==> src/rtl/bpm_link_tx_arbiter.sv <==
// Round-robin, FA-paced packet arbiter sharing one Aurora AXI-Stream TX link
// between NREQ sources; drains and discards source data while the channel is down.
module bpm_link_tx_arbiter #(
    parameter int unsigned NREQ       = 4,
    parameter int unsigned DATA_WIDTH = 32
) (
    input  logic                       auroraUserClk,
    input  logic                       auroraReset,
    input  logic                       auroraFAstrobe,
    input  logic                       auroraChannelUp,
    input  logic [NREQ*DATA_WIDTH-1:0] s_tdata,
    input  logic [NREQ-1:0]            s_tvalid,
    input  logic [NREQ-1:0]            s_tlast,
    output logic [NREQ-1:0]            s_tready,
    output logic [DATA_WIDTH-1:0]      BPM_TEST_AXI_STREAM_TX_tdata,
    output logic                       BPM_TEST_AXI_STREAM_TX_tvalid,
    output logic                       BPM_TEST_AXI_STREAM_TX_tlast,
    input  logic                       BPM_TEST_AXI_STREAM_TX_tready,
    output logic [NREQ-1:0]            grant,
    output logic                       faOverrun,
    output logic [15:0]                packetCount
);

    localparam int unsigned IW = (NREQ > 1) ? $clog2(NREQ) : 1;

    typedef enum logic {
        IDLE = 1'b0,
        SEND = 1'b1
    } state_t;

    state_t          state_q, state_d;
    logic [NREQ-1:0] grant_q, grant_d;
    logic [NREQ-1:0] armed_q, armed_d;
    logic [IW-1:0]   last_grant_q, last_grant_d;
    logic [15:0]     packet_count_q, packet_count_d;
    logic            fa_overrun_q, fa_overrun_d;

    logic [IW-1:0]   gidx_c;
    logic            send_c;
    logic            done_c;
    logic [NREQ-1:0] req_c;
    logic [NREQ-1:0] clr_c;

    // One-hot grant register to index of the granted source.
    always_comb begin
        gidx_c = '0;
        for (int i = 0; i < int'(NREQ); i++) begin
            if (grant_q[i]) gidx_c = IW'(i);
        end
    end

    assign send_c = (state_q == SEND) && auroraChannelUp;
    assign done_c = send_c && s_tvalid[gidx_c] && BPM_TEST_AXI_STREAM_TX_tready
                    && s_tlast[gidx_c];
    assign req_c  = s_tvalid & armed_q;

    // Zero-latency pass-through of the granted source; forced idle when not sending.
    always_comb begin
        BPM_TEST_AXI_STREAM_TX_tdata  = '0;
        BPM_TEST_AXI_STREAM_TX_tvalid = 1'b0;
        BPM_TEST_AXI_STREAM_TX_tlast  = 1'b0;
        s_tready                      = '0;
        if (send_c) begin
            BPM_TEST_AXI_STREAM_TX_tdata  = s_tdata[gidx_c*DATA_WIDTH +: DATA_WIDTH];
            BPM_TEST_AXI_STREAM_TX_tvalid = s_tvalid[gidx_c];
            BPM_TEST_AXI_STREAM_TX_tlast  = s_tlast[gidx_c];
        end
        if (!auroraChannelUp) begin
            s_tready = '1;
        end else if (state_q == SEND) begin
            s_tready[gidx_c] = BPM_TEST_AXI_STREAM_TX_tready;
        end
    end

    // Next-state, arbitration and bookkeeping.
    always_comb begin
        logic found;
        int   idx;
        state_d        = state_q;
        grant_d        = grant_q;
        armed_d        = armed_q;
        last_grant_d   = last_grant_q;
        packet_count_d = packet_count_q;
        clr_c          = '0;
        found          = 1'b0;
        idx            = 0;

        if (!auroraChannelUp) begin
            state_d = IDLE;
            grant_d = '0;
        end else begin
            case (state_q)
                IDLE: begin
                    for (int k = 1; k <= int'(NREQ); k++) begin
                        idx = (int'(last_grant_q) + k) % int'(NREQ);
                        if (!found && req_c[IW'(idx)]) begin
                            found                = 1'b1;
                            grant_d              = '0;
                            grant_d[IW'(idx)]    = 1'b1;
                            state_d              = SEND;
                        end
                    end
                end
                SEND: begin
                    if (done_c) begin
                        clr_c[gidx_c]  = 1'b1;
                        last_grant_d   = gidx_c;
                        packet_count_d = packet_count_q + 16'd1;
                        grant_d        = '0;
                        state_d        = IDLE;
                    end
                end
                default: state_d = IDLE;
            endcase
        end

        // A strobe re-arms everything, overriding a same-cycle tlast clear.
        if (!auroraChannelUp) begin
            armed_d = '0;
        end else if (auroraFAstrobe) begin
            armed_d = '1;
        end else begin
            armed_d = armed_q & ~clr_c;
        end

        fa_overrun_d = auroraFAstrobe && (|(armed_q & ~clr_c));
    end

    always_ff @(posedge auroraUserClk or posedge auroraReset) begin
        if (auroraReset) begin
            state_q        <= IDLE;
            grant_q        <= '0;
            armed_q        <= '0;
            last_grant_q   <= IW'(NREQ - 1);
            packet_count_q <= '0;
            fa_overrun_q   <= 1'b0;
        end else begin
            state_q        <= state_d;
            grant_q        <= grant_d;
            armed_q        <= armed_d;
            last_grant_q   <= last_grant_d;
            packet_count_q <= packet_count_d;
            fa_overrun_q   <= fa_overrun_d;
        end
    end

    assign grant       = grant_q;
    assign faOverrun   = fa_overrun_q;
    assign packetCount = packet_count_q;

endmodule

==> config.mk <==
export PLATFORM = sky130hd
export DESIGN_NAME = bpm_link_tx_arbiter
export DESIGN_NICKNAME = d
export VERILOG_FILES = /design/src/rtl/bpm_link_tx_arbiter.sv
export SDC_FILE = /design/constraint.sdc
export NUM_CORES = 1
export LEC_CHECK = 0
export ABC_CLOCK_PERIOD_IN_PS = 4000
export CAP_MARGIN = 20
export CORE_UTILIZATION = 39
export CTS_CLUSTER_SIZE = 25
export DETAILED_ROUTE_END_ITERATION = 16
export PLACE_DENSITY = 0.89
export SLEW_MARGIN = 25
export SYNTH_ARGS = -nofsm -noshare
export SYNTH_HDL_FRONTEND = slang
export SYNTH_SLANG_ARGS = --single-unit
==> constraint.sdc <==
create_clock -name auroraUserClk -period 4 [get_ports auroraUserClk]
set_clock_uncertainty 0.1 [all_clocks]
set_input_delay 0.6 -clock auroraUserClk [delete_from_list [all_inputs] [get_ports auroraUserClk]]
set_output_delay 0.6 -clock auroraUserClk [all_outputs]
set_load 0.01 [all_outputs]
Word-level counts from Yosys, hierarchy flattened --
Cells that the tools add are included.
Word-level totals: register bits after elaboration 28, bits in latches 0, RAM bits 0, ROM bits 0, memories kept 0
Operators by class: add/subtract/negate cells 5, $mul 0, divide/modulo/power cells 0, order comparisons 10, equality and inequality tests 2, shifts and indexed selects 1, mux-type cells 61, bitwise logic cells 5, reductions and logical operators 19
Operator list (count):
- $shiftx A128 B8 Y32 | 1
- $mux W4 | 13
- $mux W1 | 32
- $mux W32 | 1
- $add A16 B1 Y16 const B | 1
- $lt A2 B4 Y1 const B | 4
- $logic_and A1 B1 Y1 | 13
- $and A4 B4 Y4 | 3
- $bmux W1 S2 | 6
- $demux W1 S2 | 5
- $ge A2 B1 Y1 const B | 5
- $pmux W4 S2 | 1
- $ne A6 B6 Y1 const B | 1
- $add A2 B1 Y2 const B | 2
- $add A2 B2 Y2 const B | 2
- $mux W2 | 2
- $not A4 Y4 | 1
- $reduce_or A4 Y1 | 1
- $logic_not A1 Y1 | 3
- $lt A2 B3 Y1 const B | 1
- $ne A3 B2 Y1 const B | 1
- $reduce_and A3 Y1 | 1
- $pmux W1 S2 | 1
- $reduce_and A2 Y1 | 1
- $not A1 Y1 | 1

Logic depth before layout (Yosys ltp) --
word-level depth 22, gate-level depth with buffers 9, gate-level depth less buffers 8

Worst setup path after synthesis --
No wires, ideal clock.
path kind register -> register, start reg last_grant_q[1], end reg grant_q[0] (netlist: grant[0]), arrival 2.596 ns, required time 3.833 ns, setup slack 1.236 ns, cell stages (with the launch flop) 10, buffers on the path 1, period minus slack after synthesis 2.764 ns, cell sequence dfstp_2 clkbuf_1 inv_1 ha_1 and4b_1 a32o_1 o21ai_0 nor2_1 a2111oi_0 a311o_1
On the way: cells in the longest elaborated chain, start to end 22, elaborated cells on any way between the ends 59, those cells by class add/sub: 4; order compare: 8; eq/ne: 1; mux: 35; reduce/logical: 11
Ends and longest elaborated chain:
- from (decl) | line 34 | logic [IW-1:0] last_grant_q, last_grant_d;
- from (signal assigned) | line 134 | last_grant_q <= IW'(NREQ - 1);
- from (signal assigned) | line 141 | last_grant_q <= last_grant_d;
- $add A2 B1 Y2 | line 95 | idx = (int'(last_grant_q) + k) % int'(NREQ);
- $bmux W1 S2 | line 96 | if (!found && req_c[IW'(idx)]) begin
- $mux W1 (implied by the code) (2 in series) | line 96
- $mux W1 | line 96
- $mux W1 | line 92 | case (state_q)
- $mux W1 | line 88 | if (!auroraChannelUp) begin
- $logic_not A1 Y1 | line 96
- $logic_and A1 B1 Y1 | line 96
- (+5 left out)
- $mux W1 | line 96
- $mux W1 | line 92
- $mux W1 | line 88
- $logic_not A1 Y1 | line 96
- $logic_and A1 B1 Y1 | line 96
- $mux W4 | line 96
- $pmux W4 S2 | line 92
- $mux W4 | line 88
- to (signal assigned) | line 139 | grant_q <= grant_d;
- to (decl) | line 32 | logic [NREQ-1:0] grant_q, grant_d;
Parallel ways exist; a longest one is shown, timed or not. The select of a mux whose other input is x is not followed. A chain may end at the register's enable or synchronous reset.

Worst setup path in the final report --
start reg grant_q[1] (netlist: grant[1]), end out BPM_TEST_AXI_STREAM_TX_tdata[1]
On the way: cells in the longest elaborated chain, start to end 5
Ends and longest elaborated chain:
- $mux W1 | line 48 | if (grant_q[i]) gidx_c = IW'(i);
- $mux W2 (2 in series) | line 48
- $shiftx A128 B8 Y32 | line 64 | BPM_TEST_AXI_STREAM_TX_tdata = s_tdata[gidx_c*DATA_WIDTH +: DATA_WIDTH];
- $mux W32 | line 63 | if (send_c) begin
- to (decl) | line 15 | output logic [DATA_WIDTH-1:0] BPM_TEST_AXI_STREAM_TX_tdata,
No other way between the ends.

==> summary.md <==
| Metric | Value |
|---|---|
| Most common cell in the netlist | nor2_1 |
| Synth async-reset ratio | 100.0% |
| Post-DP HPWL | 9026 um |
| Area leader, netlist | dfrtp_1 |
| HP Class | register to register |
| Commonest cells in the netlist | 114 x nor2_1, 69 x a21oi_1, 35 x mux2i_1 |
| Leak Pwr | 2.003 nW |
| Fin. Hold Viols | 0 |
| Worst-Margin Slew | 0.6138 ns |
| Worst-path fanout max | 23 |
| Max incr delay on CP | 0.77 ns |
| Syn_nets | 562 |
| Die Area | 7835 sq um |
| I/O Buffers | 199 |
| Vias | 3,807 |
| Diode count | 0 |
| Htree depth | 1 |
| Die span in x | 88.52 um |
| Synth unique cells | 52 |
| Critical Path RT | 3.30 ns |
| Final worst setup slack | 0.7373 ns |
| Cell Chain, Critical Path | buf_4 > mux2i_1 > nor2_1 > a21oi_1 > nor2_1 > a21oi_1 > nor2_1 > clkdlybuf4s50_1 |
| Yosys reg bits | 28 |
| PostCTS Resize Cnt | 0 |
| Fin crit share | 81.57% |
| Non-filler cells, final | 695 |
| Synth top area share | 22.29% |
| Synth area leaders | dfrtp_1 22%, nor2_1 15%, mux2i_1 12% |
| Layout cells sized above 1 | 4.866% |
| Comb power frac | 64.3% |
| Io pins | 200 |
| GR Overflow Total | 0 |
| Net Switching | 0.8039 mW |
| RSZ-0062 raised after global routing | no |
| CTS sink cnt | 28 |
| Seq pwr share | 23.7% |
| Global Route Usage Sum | 27.69% |
| Post-layout nets | 745 |
| DRT antenna net count | 0 |
| Maximum achievable frequency | 306.5 MHz |
| Post-Syn Instances | 414 |
| VDD IR-drop max | 0.2051 mV |
| WS Path Type | register to primary output |
| DR vias/cell | 5.478 |
| Largest net degree at the start of global routing | 52 |
| R2R Path Start | last_grant_q[0] |
| WL/cell | 16.51 um |
| Seq/Total Area, Yosys | 24.09% |
| Max_cap viols | 0 |
| TNS Setup | 0 ns |
| Status | complete, no violations |
| Synth warn | 0 |
| CTS tree | done |
| CORE AREA | 7253 sq um |
| Pre-CTS setup slack | 0.8827 ns |
| Clk_lat worst skew | 0.28 ns |
| # DRC | 0 |
| Clock root buffer | clkbuf_8 |
| Drt total wl | 11,470 um |
| Setup crit end kind | primary output |
| Worst Path Arrival | 2.56 ns |
| Fin. max-slew vios | 0 |
| Ys flop type | dfrtp_1 |
| Min Tclk post-route | 3.263 ns |
| Slew headroom | 58.65% |
| CTS buffer count | 3 |
| Number of flops mapped to enable cells by yosys | 0 |
| Setup violations, final | 0 |
| Power per Cell Area | 369.3 nW/um^2 |
| CTS Hold Bufs | 0 |
| Vias in the first global route | 3,502 |
| Worst-case clock buffer depth | 2 |
| Switching share of power | 43.01% |
| Syn avg cell area | 7.051 sq um |
| Iter 0 DRT Violations | 164 |
| Initial antenna violation count | 0 |
| Internal | 1.065 mW |
| Clock transition at path regs | 0.09 ns |
| Cell Count Post-Placement | 691 |
| Synth Cell Area | 2919 sq um |
| 1st-pass router iterations | 5 |
| Initial Util | 40.24% |
| Row count | 31 |
| Hold_sp | packetCount[15] |
| P&R area growth vs syn | 73.38% |
| Crit-path slowest cell | dfrtp_2 |
| Final Util | 69.78% |
| First-pass GRT wire length | 16,870 um |
| Part of the power in the clock network | 11.9% |
| Setup repair bufs after CTS | 0 |
| Placer Congestion | 0.8713 |
| Worst Setup SP | grant[1] |
| CP Launch Type | register |
| CP most frequent cell | nor2_1 |
| Die span in y | 88.52 um |
## sequential cells by signal (all words and copies together) (netlist names)
register and cells:
grant 4, faOverrun 1, packetCount 16, state_q 1, armed_q 4, last_grant_q 2
## metal layers
metal	GRT usage (%)	wire length, um
met1	33.55	4440
met2	49.02	5745
met3	6.250	1070
met4	8.065	215
met5	0	0
## path summary, 6_finish.rpt
kind	end	slack, ns	cells after the start
max	BPM_TEST_AXI_STREAM_TX_tdata[1]	0.74	8
min	packetCount[15]	0.39	1
max reg2reg	grant[0]	0.91	8
min reg2reg	packetCount[15]	0.39	1
max in group asynchronous	grant[3]	2.79	2
min in group asynchronous	packetCount[10]	0.59	2
## per-stage QoR
stage / power (mW) / instance area, sq um / hold slack [ns]
finish: 1.869 / 5061 / 0.3893
global route: 2.024 / 5061 / 0.4010
floorplan: 1.183 / 2919 / 0.4039
global placement: 1.596 / 4990 / 0.3648
detailed placement: 1.639 / 4990 / 0.3797
CTS: 1.868 / 5061 / 0.3956
## power by group through the flow
stage               Sequential [mW]  Clock [mW]  Combinational, mW
floorplan                     0.375           0              0.808
global placement              0.441           0               1.15
detailed placement            0.447           0               1.19
CTS                           0.441       0.226               1.20
global route                  0.454       0.239               1.33
finish                        0.443       0.223               1.20
## worst max-delay path, delay by kind of cell (launching register included)
| family | cells | cell delay, ns |
|---|---|---|
| AO/OA/AOI/OAI | 2 | 0.28 |
| buffers and inverters | 2 | 0.83 |
| flip-flops | 1 | 0.77 |
| multiplexers | 1 | 0.22 |
| AND/OR/NAND/NOR | 3 | 0.16 |
## cell families after synthesis
logic type / count (synthesis) / share of synthesized area (%)
and+or+nand+nor: 176 / 26.79
AOI/OAI and AO/OA: 110 / 21.99
xor gates and xnor gates: 15 / 4.501
adders and majority gates: 7 / 3.000
muxes: 39 / 14.32
DFF: 28 / 24.09
buffers and inverters: 39 / 5.315
## final cells by class
type	count	area, sq um
sequential	28	706.9
fill	569	2192
multi-input combinational	347	2066
clock buffer	3	41.29
tap	99	123.9
timing repair buffer	208	2059
inverter	9	33.78
clock inverter	1	30.03
## placed cells by master, fill, tap and decap left out, types with 3 or more instances in the layout
cell type	count
a21oi_1	69
a32o_1	3
and2_1	4
and3_1	3
buf_4	9
clkbuf_8	3
clkdlybuf4s50_1	199
dfrtp_1	23
dfrtp_2	3
ha_1	7
inv_1	8
mux2i_1	35
nand2_1	16
nand2b_1	4
nand3_1	12
nand4_1	7
nor2_1	114
nor2b_1	3
o21ai_0	13
o22ai_1	3
xnor2_1	9
xor2_1	6
(Power assumes the default switching activity.)
